===== src/rtl/out_writer_pkg.sv =====
// Shared types and constants for the output tile writer: FSM encoding,
// default geometry, and the tile-base address step used by the serialiser.
package out_writer_pkg;

  localparam int DEF_WIDTH      = 16;
  localparam int DEF_BLOCK_SIZE = 2;
  localparam int DEF_ROW_SIZE   = 3;
  localparam int DEF_COL_SIZE   = 3;
  localparam int ROW_WORDS      = DEF_BLOCK_SIZE * DEF_COL_SIZE;
  localparam int TILE_W         = DEF_WIDTH * DEF_BLOCK_SIZE * DEF_BLOCK_SIZE;

  typedef enum logic [1:0] {
    IDLE   = 2'd0,
    ACTIVE = 2'd1,
    DONE   = 2'd2
  } state_t;

  // Increment from the row-0 word of one tile to the row-0 word of the next
  // tile in row-major tile order; the last tile column wraps to the next tile row.
  function automatic int tile_base_step(input logic last_col, input int col_size,
                                        input int row_words);
    return last_col ? (row_words - col_size + 1) : 1;
  endfunction

endpackage


===== src/rtl/out_tile_writer_tile_fifo.sv =====
// Synchronous tile FIFO with registered full/empty; head is visible combinationally.
// Pop data is valid whenever empty is low; push is ignored when full.
module tile_fifo
  import out_writer_pkg::*;
#(
  parameter int WIDTH = TILE_W,
  parameter int DEPTH = 4
) (
  input  logic             i_clk,
  input  logic             i_rst_n,
  input  logic             i_push,
  input  logic [WIDTH-1:0] i_push_dat,
  input  logic             i_pop,
  output logic [WIDTH-1:0] o_pop_dat,
  output logic             o_full,
  output logic             o_empty
);
  localparam int AW = $clog2(DEPTH);

  logic [WIDTH-1:0] r_mem [DEPTH];
  logic [AW:0]      r_wr_ptr;
  logic [AW:0]      r_rd_ptr;
  logic             r_full;
  logic             r_empty;
  logic             w_push;
  logic             w_pop;
  logic [AW:0]      w_wr_nxt;
  logic [AW:0]      w_rd_nxt;

  assign w_push   = i_push && !r_full;
  assign w_pop    = i_pop && !r_empty;
  assign w_wr_nxt = r_wr_ptr + (AW + 1)'(w_push);
  assign w_rd_nxt = r_rd_ptr + (AW + 1)'(w_pop);

  // Extra pointer bit separates full (MSBs differ) from empty (pointers equal).
  always_ff @(posedge i_clk) begin
    if (!i_rst_n) begin
      r_wr_ptr <= '0;
      r_rd_ptr <= '0;
      r_full   <= 1'b0;
      r_empty  <= 1'b1;
    end else begin
      r_wr_ptr <= w_wr_nxt;
      r_rd_ptr <= w_rd_nxt;
      r_empty  <= (w_wr_nxt == w_rd_nxt);
      r_full   <= (w_wr_nxt[AW-1:0] == w_rd_nxt[AW-1:0]) && (w_wr_nxt[AW] != w_rd_nxt[AW]);
    end
  end

  always_ff @(posedge i_clk) begin
    if (w_push) r_mem[r_wr_ptr[AW-1:0]] <= i_push_dat;
  end

  assign o_pop_dat = r_mem[r_rd_ptr[AW-1:0]];
  assign o_full    = r_full;
  assign o_empty   = r_empty;

endmodule


===== src/rtl/out_tile_writer.sv =====
// Buffers finished C tiles and writes each as BLOCK_SIZE row segments to the output BRAM.
// First write one cycle after the push edge; bram_gnt low stalls the row, a full FIFO drops tiles.
module out_tile_writer
  import out_writer_pkg::*;
#(
  parameter int WIDTH          = DEF_WIDTH,
  parameter int BLOCK_SIZE     = DEF_BLOCK_SIZE,
  parameter int CHUNK_SIZE     = DEF_BLOCK_SIZE * DEF_BLOCK_SIZE,
  parameter int ROW_SIZE_MAT_C = DEF_ROW_SIZE,
  parameter int COL_SIZE_MAT_C = DEF_COL_SIZE,
  parameter int MAX_FLAG       = ROW_SIZE_MAT_C * COL_SIZE_MAT_C,
  parameter int ADDR_WIDTH     = 12,
  parameter int FIFO_DEPTH     = 4
) (
  input  logic                          i_clk,
  input  logic                          i_rst_n,
  input  logic                          i_start,
  input  logic                          i_tile_valid,
  input  logic [WIDTH*CHUNK_SIZE-1:0]   i_tile_data,
  output logic                          o_tile_ready,
  output logic                          o_bram_en,
  output logic [WIDTH*BLOCK_SIZE/8-1:0] o_bram_we,
  output logic [ADDR_WIDTH-1:0]         o_bram_addr,
  output logic [WIDTH*BLOCK_SIZE-1:0]   o_bram_din,
  input  logic                          i_bram_gnt,
  output logic                          o_busy,
  output logic                          o_done,
  output logic                          o_overflow
);
  localparam int TILE_BITS = WIDTH * CHUNK_SIZE;
  localparam int SEG_BITS  = WIDTH * BLOCK_SIZE;
  localparam int SEG_ROWS  = BLOCK_SIZE * COL_SIZE_MAT_C;
  localparam int CNT_W     = $clog2(MAX_FLAG + 1);
  localparam int ROW_W     = (BLOCK_SIZE > 1) ? $clog2(BLOCK_SIZE) : 1;
  localparam int COL_W     = (COL_SIZE_MAT_C > 1) ? $clog2(COL_SIZE_MAT_C) : 1;

  state_t                 r_state;
  logic                   r_busy;
  logic                   r_done;
  logic                   r_overflow;
  logic [CNT_W-1:0]       r_acc_cnt;
  logic [CNT_W-1:0]       r_wr_cnt;
  logic                   r_ser_vld;
  logic [TILE_BITS-1:0]   r_ser_tile;
  logic [ROW_W-1:0]       r_row;
  logic [COL_W-1:0]       r_tile_col;
  logic [ADDR_WIDTH-1:0]  r_tile_base;
  logic [ADDR_WIDTH-1:0]  r_addr;

  logic                   w_active;
  logic                   w_fifo_full;
  logic                   w_fifo_empty;
  logic [TILE_BITS-1:0]   w_fifo_dat;
  logic                   w_room;
  logic                   w_tile_ready;
  logic                   w_push;
  logic                   w_drop;
  logic                   w_row_done;
  logic                   w_last_row;
  logic                   w_last_col;
  logic                   w_tile_done;
  logic                   w_pop;
  logic                   w_final;
  logic [ADDR_WIDTH-1:0]  w_next_base;
  logic [SEG_BITS-1:0]    w_seg;

  assign w_active     = (r_state == ACTIVE);
  assign w_room       = (r_acc_cnt < CNT_W'(MAX_FLAG));
  assign w_tile_ready = w_active && !w_fifo_full && w_room;
  assign w_push       = i_tile_valid && w_tile_ready;
  assign w_drop       = w_active && i_tile_valid && !w_tile_ready && w_room;

  assign w_row_done   = r_ser_vld && i_bram_gnt;
  assign w_last_row   = (r_row == ROW_W'(BLOCK_SIZE - 1));
  assign w_last_col   = (r_tile_col == COL_W'(COL_SIZE_MAT_C - 1));
  assign w_tile_done  = w_row_done && w_last_row;
  // Reload on the last row's grant so consecutive tiles stream without a bubble.
  assign w_pop        = w_active && !w_fifo_empty && (!r_ser_vld || w_tile_done);
  assign w_final      = w_tile_done && (r_wr_cnt == CNT_W'(MAX_FLAG - 1));
  assign w_next_base  = ADDR_WIDTH'(int'(r_tile_base)
                        + tile_base_step(w_last_col, COL_SIZE_MAT_C, SEG_ROWS));
  assign w_seg        = r_ser_tile[int'(r_row)*SEG_BITS +: SEG_BITS];

  tile_fifo #(
    .WIDTH (TILE_BITS),
    .DEPTH (FIFO_DEPTH)
  ) u_fifo (
    .i_clk      (i_clk),
    .i_rst_n    (i_rst_n),
    .i_push     (w_push),
    .i_push_dat (i_tile_data),
    .i_pop      (w_pop),
    .o_pop_dat  (w_fifo_dat),
    .o_full     (w_fifo_full),
    .o_empty    (w_fifo_empty)
  );

  always_ff @(posedge i_clk) begin
    if (!i_rst_n) begin
      r_state     <= IDLE;
      r_busy      <= 1'b0;
      r_done      <= 1'b0;
      r_overflow  <= 1'b0;
      r_acc_cnt   <= '0;
      r_wr_cnt    <= '0;
      r_ser_vld   <= 1'b0;
      r_ser_tile  <= '0;
      r_row       <= '0;
      r_tile_col  <= '0;
      r_tile_base <= '0;
      r_addr      <= '0;
    end else begin
      case (r_state)
        IDLE, DONE: begin
          if (i_start) begin
            r_state     <= ACTIVE;
            r_busy      <= 1'b1;
            r_done      <= 1'b0;
            r_overflow  <= 1'b0;
            r_acc_cnt   <= '0;
            r_wr_cnt    <= '0;
            r_ser_vld   <= 1'b0;
            r_row       <= '0;
            r_tile_col  <= '0;
            r_tile_base <= '0;
            r_addr      <= '0;
          end
        end
        ACTIVE: begin
          if (w_push) r_acc_cnt <= r_acc_cnt + CNT_W'(1);
          if (w_drop) r_overflow <= 1'b1;
          if (w_row_done) begin
            if (w_last_row) begin
              r_row       <= '0;
              r_wr_cnt    <= r_wr_cnt + CNT_W'(1);
              r_tile_col  <= w_last_col ? '0 : r_tile_col + COL_W'(1);
              r_tile_base <= w_next_base;
              r_addr      <= w_next_base;
            end else begin
              r_row  <= r_row + ROW_W'(1);
              r_addr <= r_addr + ADDR_WIDTH'(COL_SIZE_MAT_C);
            end
          end
          if (w_pop) begin
            r_ser_vld  <= 1'b1;
            r_ser_tile <= w_fifo_dat;
          end else if (w_tile_done) begin
            r_ser_vld  <= 1'b0;
          end
          if (w_final) begin
            r_state <= DONE;
            r_busy  <= 1'b0;
            r_done  <= 1'b1;
          end
        end
        default: r_state <= IDLE;
      endcase
    end
  end

  assign o_tile_ready = w_tile_ready;
  assign o_bram_en    = r_ser_vld;
  assign o_bram_we    = {(WIDTH*BLOCK_SIZE/8){r_ser_vld}};
  assign o_bram_addr  = r_ser_vld ? r_addr : '0;
  assign o_bram_din   = r_ser_vld ? w_seg : '0;
  assign o_busy       = r_busy;
  assign o_done       = r_done;
  assign o_overflow   = r_overflow;

endmodule

===== config.mk =====
export PLATFORM = sky130hd
export DESIGN_NAME = out_tile_writer
export DESIGN_NICKNAME = d
export VERILOG_FILES = /design/src/rtl/out_writer_pkg.sv /design/src/rtl/out_tile_writer_tile_fifo.sv /design/src/rtl/out_tile_writer.sv
export SDC_FILE = /design/constraint.sdc
export NUM_CORES = 1
export LEC_CHECK = 0
export ABC_AREA = 1
export BUFFER_PORTS_ARGS = -buffer_cell sky130_fd_sc_hd__buf_2
export CORE_UTILIZATION = 54
export DETAILED_ROUTE_END_ITERATION = 8
export PLACE_DENSITY = 0.75
export SLEW_MARGIN = 5
export SYNTH_ARGS = -nofsm -noshare
export SYNTH_HDL_FRONTEND = slang
export SYNTH_HIERARCHICAL = 1
export SYNTH_SLANG_ARGS = --single-unit

===== constraint.sdc =====
create_clock -name i_clk -period 6.28 [get_ports i_clk]
set_input_delay 0.628 -clock i_clk [delete_from_list [all_inputs] [get_ports i_clk]]
set_output_delay 0.628 -clock i_clk [all_outputs]
set_load 0.03 [all_outputs]

==> results of run 1 <==
## cell type report
type                    count  area share (%)
clock buffers              56            6.43
inverters                  82            1.86
clock inverters            12           0.562
flip-flops and latches    369            58.8
diodes                      4          0.0591
multi-input cells         921            25.4
repair buffers            134            4.15
well taps                 372            2.75
## Yosys cell counts
library cell,count
nor2_1,360
edfxtp_1,256
o21ai_0,164
nand2_1,130
dfxtp_1,113
inv_1,73
o21ai_1,66
o22ai_1,64
nand3_1,49
clkbuf_1,31
a21oi_1,25
buf_2,16
buf_4,16
buf_6,16
ha_1,12
nand2_2,8
nor3_1,8
nand4_1,6
inv_2,5
xor2_1,5
a211oi_1,4
nor2_2,4
buf_1,3
clkbuf_2,3
o211ai_1,3
a21o_1,2
clkinv_1,2
nand2_4,2
nor2_4,2
o21bai_1,2
a211oi_2,1
a21boi_0,1
a21oi_2,1
inv_4,1
inv_6,1
nand3b_1,1
o21a_1,1
## critical path, delay by kind of cell, from the launching register on
family / cells / cell delay [ps]
DFF: 1 / 350
and+or+nand+nor: 2 / 370
buffers and inverters: 3 / 1070
## path summary, 6_finish.rpt
check	slack [ps]	endpoint	cells after the start
max	3300	o_bram_din[5]	5
min	300	u_fifo/r_mem[3][11]	1
max reg2reg	3380	u_fifo/r_mem[1][24]	11
min reg2reg	460	o_overflow	2
## cells by family after synthesis
family                     Yosys count  synth area share [%]
DFF                                369                  66.0
buffers and inverters              167                  5.56
adders and majority gates           12                 0.996
AOI/OAI and AO/OA                  334                  11.9
xor gates and xnor gates             5                 0.291
and+or+nand+nor                    570                  15.2
## stage by stage
| step | hold WS (ps) | cell area [µm²] |
|---|---|---|
| final | 301 | 16900 |
| after CTS | 287 | 16900 |
| after floorplan | 443 | 15100 |
| after detailed placement | 455 | 15700 |
| after global routing | 292 | 16900 |
| after global placement | 445 | 15700 |
## sequential cells by signal (all words and copies together), names as in the netlist
name / cells
u_fifo/o_empty: 1
r_tile_col: 2
u_fifo/r_wr_ptr: 3
r_ser_tile: 64
o_overflow: 1
u_fifo/r_mem: 256
r_wr_cnt: 4
r_state: 2
o_bram_en: 1
o_busy: 1
o_done: 1
r_tile_base: 12
r_row: 1
r_addr: 12
u_fifo/r_rd_ptr: 3
r_acc_cnt: 4
u_fifo/o_full: 1
## routing by layer
layer / global-route usage [%] / wire length, µm / vias to the layer above
met2: 42.8 / 17300 / 286
met5: 0 / 34 / -
met1: 29.2 / 13600 / 5164
li1: - / - / 5205
met3: 4.12 / 1960 / 56
met4: 6.89 / 568 / 6
## placed cells by master (no fill, tap or decap), drive strengths merged, types with 2 or more instances in the layout
cell type,synthesis,routed
diode,0,4
o211ai,3,3
nor2,366,366
ha,12,12
a211oi,5,5
nor3,8,8
a21o,2,2
clkbuf,34,56
nand3,49,49
edfxtp,256,256
buf,51,134
o22ai,64,64
o21ai,230,230
clkinv,2,9
a21oi,26,26
inv,80,82
o21bai,2,2
dfxtp,113,113
clkinvlp,0,3
xor2,5,5
nand2,140,140
nand4,6,6
## power groups by stage
stage               clock (mW)  combinational, mW  sequential, mW
floorplan                    0              0.192            2.76
global placement             0              0.272            2.76
detailed placement           0              0.280            2.76
CTS                       2.15              0.282            2.71
global route              2.25              0.314            2.72
finish                    2.12              0.280            2.71
==> flow_metrics.env, run 1 <==
export IMPL_status="complete, no violations"
export IMPL_synth_distinct_cells=37
export IMPL_fill_cells=2229
export IMPL_cts_resized=0
export IMPL_setup_tns_ps=0
export IMPL_grt_pass1_vias=10300
export IMPL_dp_hpwl_mm=19.5
export IMPL_synth_largest_area_cell="edfxtp_1"
export IMPL_nNetsFinal=1626
export IMPL_post_cts_buffers=0
export IMPL_slew_headroom_pct=28.0
export IMPL_leakagePower_nw=6.50
export IMPL_ff_latch_area_um2=9950
export IMPL_drtAntennaViolNets=0
export IMPL_rows=60
export IMPL_synthToLayoutAreaGrowth_pct=12.4
export IMPL_cts_root_buffer="clkbuf_16"
export IMPL_io_pins=122
export IMPL_preCtsSetupSlack_ps=3380
export IMPL_skew_ps=21.5
export IMPL_drtIter0Drc=827
export IMPL_multiInputGateArea_um2=4300
export IMPL_period_share_pct=47.4
export IMPL_grt_pass1_wl_mm=53.1
export IMPL_antenna_found_initial=8
export IMPL_worstHoldStart="i_tile_data[11]"
export IMPL_crit_type="reg2out"
export IMPL_fin_ws_ps=3300
export IMPL_crit_path_max_incr_delay_ps=570
export IMPL_dieWidth_um=169
export IMPL_crit_start="r_row"
export IMPL_synth_seq_cells=369
export IMPL_grtUsageTotal_pct=23.7
export IMPL_via_per_inst=5.50
export IMPL_p_seq_share_pct=53.1
export IMPL_grt_setup_unrepaired="false"
export IMPL_hold_buffers=0
export IMPL_drive_gt1_share_pct=14.0
export IMPL_netlist_area_um2=15100
export IMPL_worstPathRequired_ps=5650
export IMPL_synth_top_area_share_pct=51.0
export IMPL_worstMarginPinSlew_ps=1080
export IMPL_die_h_um=169
export IMPL_grt_max_degree=95
export IMPL_layout_min_cycle_time_ps=2980
export IMPL_first_pass_iters=5
export IMPL_p_clk_share_pct=41.5
export IMPL_intPower_mw=3.98
export IMPL_overflow=0
export IMPL_power_density_nw_per_um2=302
export IMPL_ctsLongestPathBuffers=3
export IMPL_ys_seq_area_share_pct=66.0
export IMPL_wl_per_cell_um=17.1
export IMPL_setup_viol=0
export IMPL_core_area_um2=27200
export IMPL_cts_tree="yes"
export IMPL_reg2reg_from="r_state[0]"
export IMPL_layoutNonFillerInstCount=1950
export IMPL_numCtsBuffers=37
export IMPL_drc=0
export IMPL_worstPathArrival_ps=2350
export IMPL_p_sw_mw=1.14
export IMPL_yosysWarnings=6
export IMPL_start_kind="flop"
export IMPL_cap_viol_max_count=0
export IMPL_totalPowerFinal_mw=5.11
export IMPL_clk_pin_slew_ps=60
export IMPL_final_util_pct=62.3
export IMPL_slew_viol_final=0
export IMPL_place_inst=1878
export IMPL_gp_congestion=0.818
export IMPL_vias=10700
export IMPL_critPathSlowestCell="inv_2"
export IMPL_critical_path_most_common_cell="nor2_1"
export IMPL_portBuffers=121
export IMPL_postSynthCellCount=1457
export IMPL_max_freq_ghz=0.336
export IMPL_cp_max_fo=37
export IMPL_initial_core_util_pct=55.4
export IMPL_p_comb_share_pct=5.5
export IMPL_drt_total_wl_mm=33.4
export IMPL_path_cells="buf_4, inv_2, nor2_1, nor2_1, buf_2"
export IMPL_hold_class="in2reg"
export IMPL_syn_nets=1538
export IMPL_end_kind="output port"
export IMPL_synth_area_leaders="edfxtp_1, dfxtp_1, nor2_1"
export IMPL_swShare_pct=22.2
export IMPL_final_hold_viol_count=0
export IMPL_syn_avg_cell_area_um2=10.3
export IMPL_vdd_drop_max_mv=0.256
export IMPL_numClockSinks=369
export IMPL_htree_num_levels=2
export IMPL_clock_latency_ps=540
export IMPL_die_area_um2=28600
(Power assumes the default switching activity.)
==> run 2: changes to the inputs <==
clock period = 2.69 ns   (was 6.28 ns; I/O delays follow)
==> run 2 against run 1 <==
Against the previous run:
- core utilization up 3.5 points
- register-to-register slack worse by 2900 ps
- sequential share of layout area fell by 3.1 points
- routed wire length is 3.1% higher
- clock-buffer cell count shrank 2
- non-clock buffer count is 72 higher
- sequential power is 130% higher
- final area rose by 5.7%
==> flow_metrics.env, run 2 (synthesis results as in run 1) <==
export IMPL_htree_num_levels=2
export IMPL_hold_depth=1
export IMPL_clock_latency_ps=530
export IMPL_final_cell_mix="nor2_1, edfxtp_1, o21ai_0"
export IMPL_worstPathArrival_ps=2140
export IMPL_grt_max_degree=85
export IMPL_path_cells="inv_2, nor2_1, nor2_1, buf_2"
export IMPL_worstPathRequired_ps=2420
export IMPL_highest_layer="met4"
export IMPL_vias=11100
export IMPL_drt_total_wl_mm=34.5
export IMPL_layout_min_cycle_time_ps=2410
export IMPL_critical_path_most_common_cell="nor2_1"
export IMPL_totalPowerFinal_mw=12.5
export IMPL_nNetsFinal=1699
export IMPL_slew_viol_final=0
export IMPL_setup_tns_ps=0
export IMPL_die_h_um=169
export IMPL_post_cts_buffers=0
export IMPL_start_kind="flop"
export IMPL_initial_core_util_pct=55.4
export IMPL_vdd_drop_max_mv=0.494
export IMPL_via_per_inst=5.50
export IMPL_fill_cells=2079
export IMPL_leakagePower_nw=6.91
export IMPL_grt_pass1_vias=10800
export IMPL_clk_pin_slew_ps=60
export IMPL_first_pass_iters=5
export IMPL_wl_met1_mm=13.8
export IMPL_core_area_um2=27200
export IMPL_wl_met2_mm=17.6
export IMPL_largest_reg_flops=256
export IMPL_place_inst=1887
export IMPL_io_pins=122
export IMPL_numCtsBuffers=38
export IMPL_grt_setup_unrepaired="false"
export IMPL_synthToLayoutAreaGrowth_pct=18.7
export IMPL_wl_per_cell_um=17.1
export IMPL_layout_commonest_cell="nor2_1"
export IMPL_reg2reg_depth=13
export IMPL_overflow=0
export IMPL_drc=0
export IMPL_critPathSlowestCell="inv_2"
export IMPL_grt_pass1_wl_mm=54.6
export IMPL_slew_headroom_pct=43.7
export IMPL_hold_slack_ps=15.8
export IMPL_rows=60
export IMPL_crit_type="reg2out"
export IMPL_layoutNonFillerInstCount=2021
export IMPL_end_kind="output port"
export IMPL_power_density_nw_per_um2=698
export IMPL_hold_class="in2reg"
export IMPL_grtUsageTotal_pct=24.4
export IMPL_max_freq_ghz=0.415
export IMPL_dieWidth_um=169
export IMPL_cp_max_fo=37
export IMPL_crit_path_max_incr_delay_ps=570
export IMPL_antenna_found_initial=1
export IMPL_numClockSinks=369
export IMPL_drive_gt1_share_pct=14.3
export IMPL_ctsLongestPathBuffers=3
export IMPL_portBuffers=121
export IMPL_cap_viol_max_count=0
export IMPL_dp_hpwl_mm=20.0
export IMPL_die_area_um2=28600
export IMPL_setup_viol=0
export IMPL_period_share_pct=89.6
export IMPL_worstMarginPinSlew_ps=840
export IMPL_drtAntennaViolNets=0
export IMPL_final_hold_viol_count=0
export IMPL_drtIter0Drc=957
export IMPL_gp_congestion=0.848
export IMPL_cts_tree="yes"
export IMPL_dr_wl_met3_mm=2.17
export IMPL_cts_root_buffer="clkbuf_16"
export IMPL_skew_ps=22.2
export IMPL_status="complete, no violations"
-- run 2: routing by layer --
layer / track usage [%] / vias to the layer above
met4: 8.85 / 0
met5: 0 / -
met3: 3.46 / 72
met1: 29.9 / 5317
met2: 43.8 / 381
li1: - / 5346
-- run 2: final timing paths --
kind / to / start / slack, ps
setup / recovery: o_bram_din[21] / r_row / 280
hold / removal: u_fifo/r_mem[0][14] / i_tile_data[14] / 20
setup reg to reg: u_fifo/r_mem[1][45] / r_acc_cnt[1] / 440
hold reg to reg: o_busy / o_busy / 450
-- run 2: area by class of cell --
cell class              instances  area [µm²]  share of cell area (%)
diodes                          1        2.50                  0.0140
clock buffers                  54        1060                    5.94
clock inverters                16         230                    1.29
inverters                      82         318                    1.78
multi-input cells             921        4340                    24.3
flip-flops and latches        369        9960                    55.7
well taps                     372         465                    2.60
repair buffers                206        1510                    8.46
-- run 2: worst max-delay path: cells and delay by family (launching register included) --
kind                   cells  cell delay (ps)
buffers and inverters      2              830
flip-flops                 1              390
AND/OR/NAND/NOR            2              390
-- run 2: power breakdown --
part	leakage [nW]	internal, mW	switching, mW
combinational	3.05	0.279	0.487
sequential	3.23	6.25	0.0798
clock	0.625	3.26	2.14
-- run 2: stage by stage --
stage | utilization (%) | area [µm²] | setup slack (ps)
2_1_floorplan | - | 15100 | -655
3_3_place_gp | 58.7 | 16000 | 514
3_5_place_dp | 58.7 | 16000 | 454
4_1_cts | 65.8 | 17900 | 311
5_1_grt | 65.8 | 17900 | 195
6_report | 65.8 | 17900 | 280
-- run 2: what timing repair did --
action,4_1_cts,5_1_grt
hold buffers,63,0
endpoints found under the setup margin,0,0
endpoints found under the hold margin,251,0
gates resized for setup,0,0
==> run 3: changes to the inputs <==
CORE_UTILIZATION = 50   (was 54)
PLACE_DENSITY = 0.7   (was 0.75)
==> run 3 against run 2 <==
Against the previous run:
- die area increased by 7.9%
- final area increased by 0.67%
- global-route usage decreased by 1.3 points
- setup slack improved by 64 ps
==> flow_metrics.env, run 3 (synthesis results as in run 1) <==
export IMPL_hold_slack_ps=6.74
export IMPL_antenna_found_initial=1
export IMPL_hold_class="in2reg"
export IMPL_htree_num_levels=2
export IMPL_slew_viol_final=0
export IMPL_rows=63
export IMPL_cp_max_fo=22
export IMPL_end_kind="output port"
export IMPL_overflow=0
export IMPL_drt_total_wl_mm=35.3
export IMPL_cap_viol_max_count=0
export IMPL_numCtsBuffers=38
export IMPL_wl_per_cell_um=17.3
export IMPL_wl_met1_mm=14.7
export IMPL_dr_wl_met3_mm=2.11
export IMPL_p_seq_share_pct=49.8
export IMPL_numClockSinks=369
export IMPL_intPower_mw=9.97
export IMPL_core_area_um2=29600
export IMPL_portBuffers=121
export IMPL_setup_viol=0
export IMPL_setup_tns_ps=0
export IMPL_dieWidth_um=176
export IMPL_swShare_pct=21.5
export IMPL_drtAntennaViolNets=0
export IMPL_cts_tree="yes"
export IMPL_totalPowerFinal_mw=12.7
export IMPL_layout_min_cycle_time_ps=2350
export IMPL_grt_setup_unrepaired="false"
export IMPL_first_pass_iters=5
export IMPL_synthToLayoutAreaGrowth_pct=19.5
export IMPL_final_cell_mix="nor2_1, edfxtp_1, o21ai_0"
export IMPL_vias=11000
export IMPL_drc=0
export IMPL_grt_pass1_wl_mm=55.7
export IMPL_highest_layer="met4"
export IMPL_multiInputGateArea_um2=4340
export IMPL_worstMarginPinSlew_ps=733
export IMPL_leakagePower_nw=6.98
export IMPL_fill_cells=2452
export IMPL_status="complete, no violations"
export IMPL_die_h_um=176
export IMPL_start_kind="flop"
export IMPL_period_share_pct=87.2
export IMPL_drive_gt1_share_pct=15.0
export IMPL_cts_root_buffer="clkbuf_16"
export IMPL_crit_type="reg2out"
export IMPL_power_density_nw_per_um2=705
export IMPL_layoutNonFillerInstCount=2041
export IMPL_slew_headroom_pct=51.1
export IMPL_dp_hpwl_mm=20.8
export IMPL_largest_reg_flops=256
export IMPL_worstPathArrival_ps=2080
export IMPL_final_util_pct=60.8
export IMPL_reg2reg_slack_ps=400
export IMPL_p_sw_mw=2.73
export IMPL_worstPathRequired_ps=2420
export IMPL_layout_commonest_cell="nor2_1"
export IMPL_grtUsageTotal_pct=23.1
export IMPL_grt_max_degree=69
export IMPL_max_freq_ghz=0.426
export IMPL_grt_pass1_vias=10800
export IMPL_drtIter0Drc=778
export IMPL_skew_ps=19.9
export IMPL_via_per_inst=5.40
export IMPL_ctsLongestPathBuffers=3
export IMPL_wl_met2_mm=17.5
export IMPL_initial_core_util_pct=50.8
export IMPL_nNetsFinal=1701
export IMPL_ff_latch_area_um2=9960
export IMPL_p_clk_share_pct=44.1
export IMPL_gp_congestion=0.821
export IMPL_final_hold_viol_count=0
export IMPL_clk_pin_slew_ps=60
export IMPL_die_area_um2=30800
export IMPL_p_comb_share_pct=6.1
export IMPL_place_inst=1909
export IMPL_vdd_drop_max_mv=0.655
export IMPL_io_pins=122
export IMPL_clock_latency_ps=530
==> run 3: changes by cell type in the layout (fill, tap and decap cells not counted), sizes merged <==
| cell | delta |
|---|---|
| clkbuf | -7 |
| dlygate4sd3 | -2 |
| buf | +4 |
| clkinv | +6 |
| clkinvlp | -1 |
| bufinv | +2 |
==> run 3: routing by layer <==
layer / up-vias / GRT usage [%]
met4: 0 / 8.44
met2: 340 / 40.6
met3: 72 / 3.29
met5: - / 0
met1: 5271 / 28.8
li1: 5345 / -
==> run 3: final timing paths <==
path	start	to	cells past startpoint
max reg2reg	r_acc_cnt[0]	u_fifo/r_mem[2][47]	13
min	i_tile_data[18]	u_fifo/r_mem[2][18]	1
min reg2reg	o_busy	o_busy	2
max	r_row	o_bram_din[11]	5
==> run 3: worst max-delay path, cell delays in order (launching register included) <==
cell and delay (ps):
dfxtp_1 380, inv_2 340, buf_12 240, nor2_1 60, nor2_1 260, buf_2 260
==> run 3: metrics by stage <==
step / setup slack [ps] / instance area [µm²]
floorplan: -655 / 15100
global placement: 474 / 16000
detailed placement: 407 / 16000
CTS: 382 / 18000
global route: 284 / 18000
finish: 344 / 18000
==> run 3: area by class of cell <==
type	count	share of cell area [%]
Timing Repair Buffer	208	8.60
Clock buffer	47	5.75
Multi-Input combinational cell	921	24.1
Clock inverter	23	1.77
Sequential cell	369	55.3
Tap cell	390	2.71
Inverter	82	1.76
Antenna cell	1	0.0139
==> run 3: timing repair <==
item | 4_1_cts | 5_1_grt
hold endpoints to repair | 241 | 0
hold buffers | 61 | 0
endpoints found under the setup margin | 0 | 0
resized for setup | 0 | 0
buffers inserted | 0 | 0
==> run 3: power by group through the flow <==
| stage | combinational, mW | sequential (mW) | clock [mW] |
|---|---|---|---|
| after floorplan | 0.461 | 6.44 | 0 |
| after global placement | 0.687 | 6.44 | 0 |
| after detailed placement | 0.704 | 6.45 | 0 |
| after CTS | 0.778 | 6.33 | 5.68 |
| after global routing | 0.861 | 6.34 | 5.91 |
| final | 0.777 | 6.33 | 5.59 |
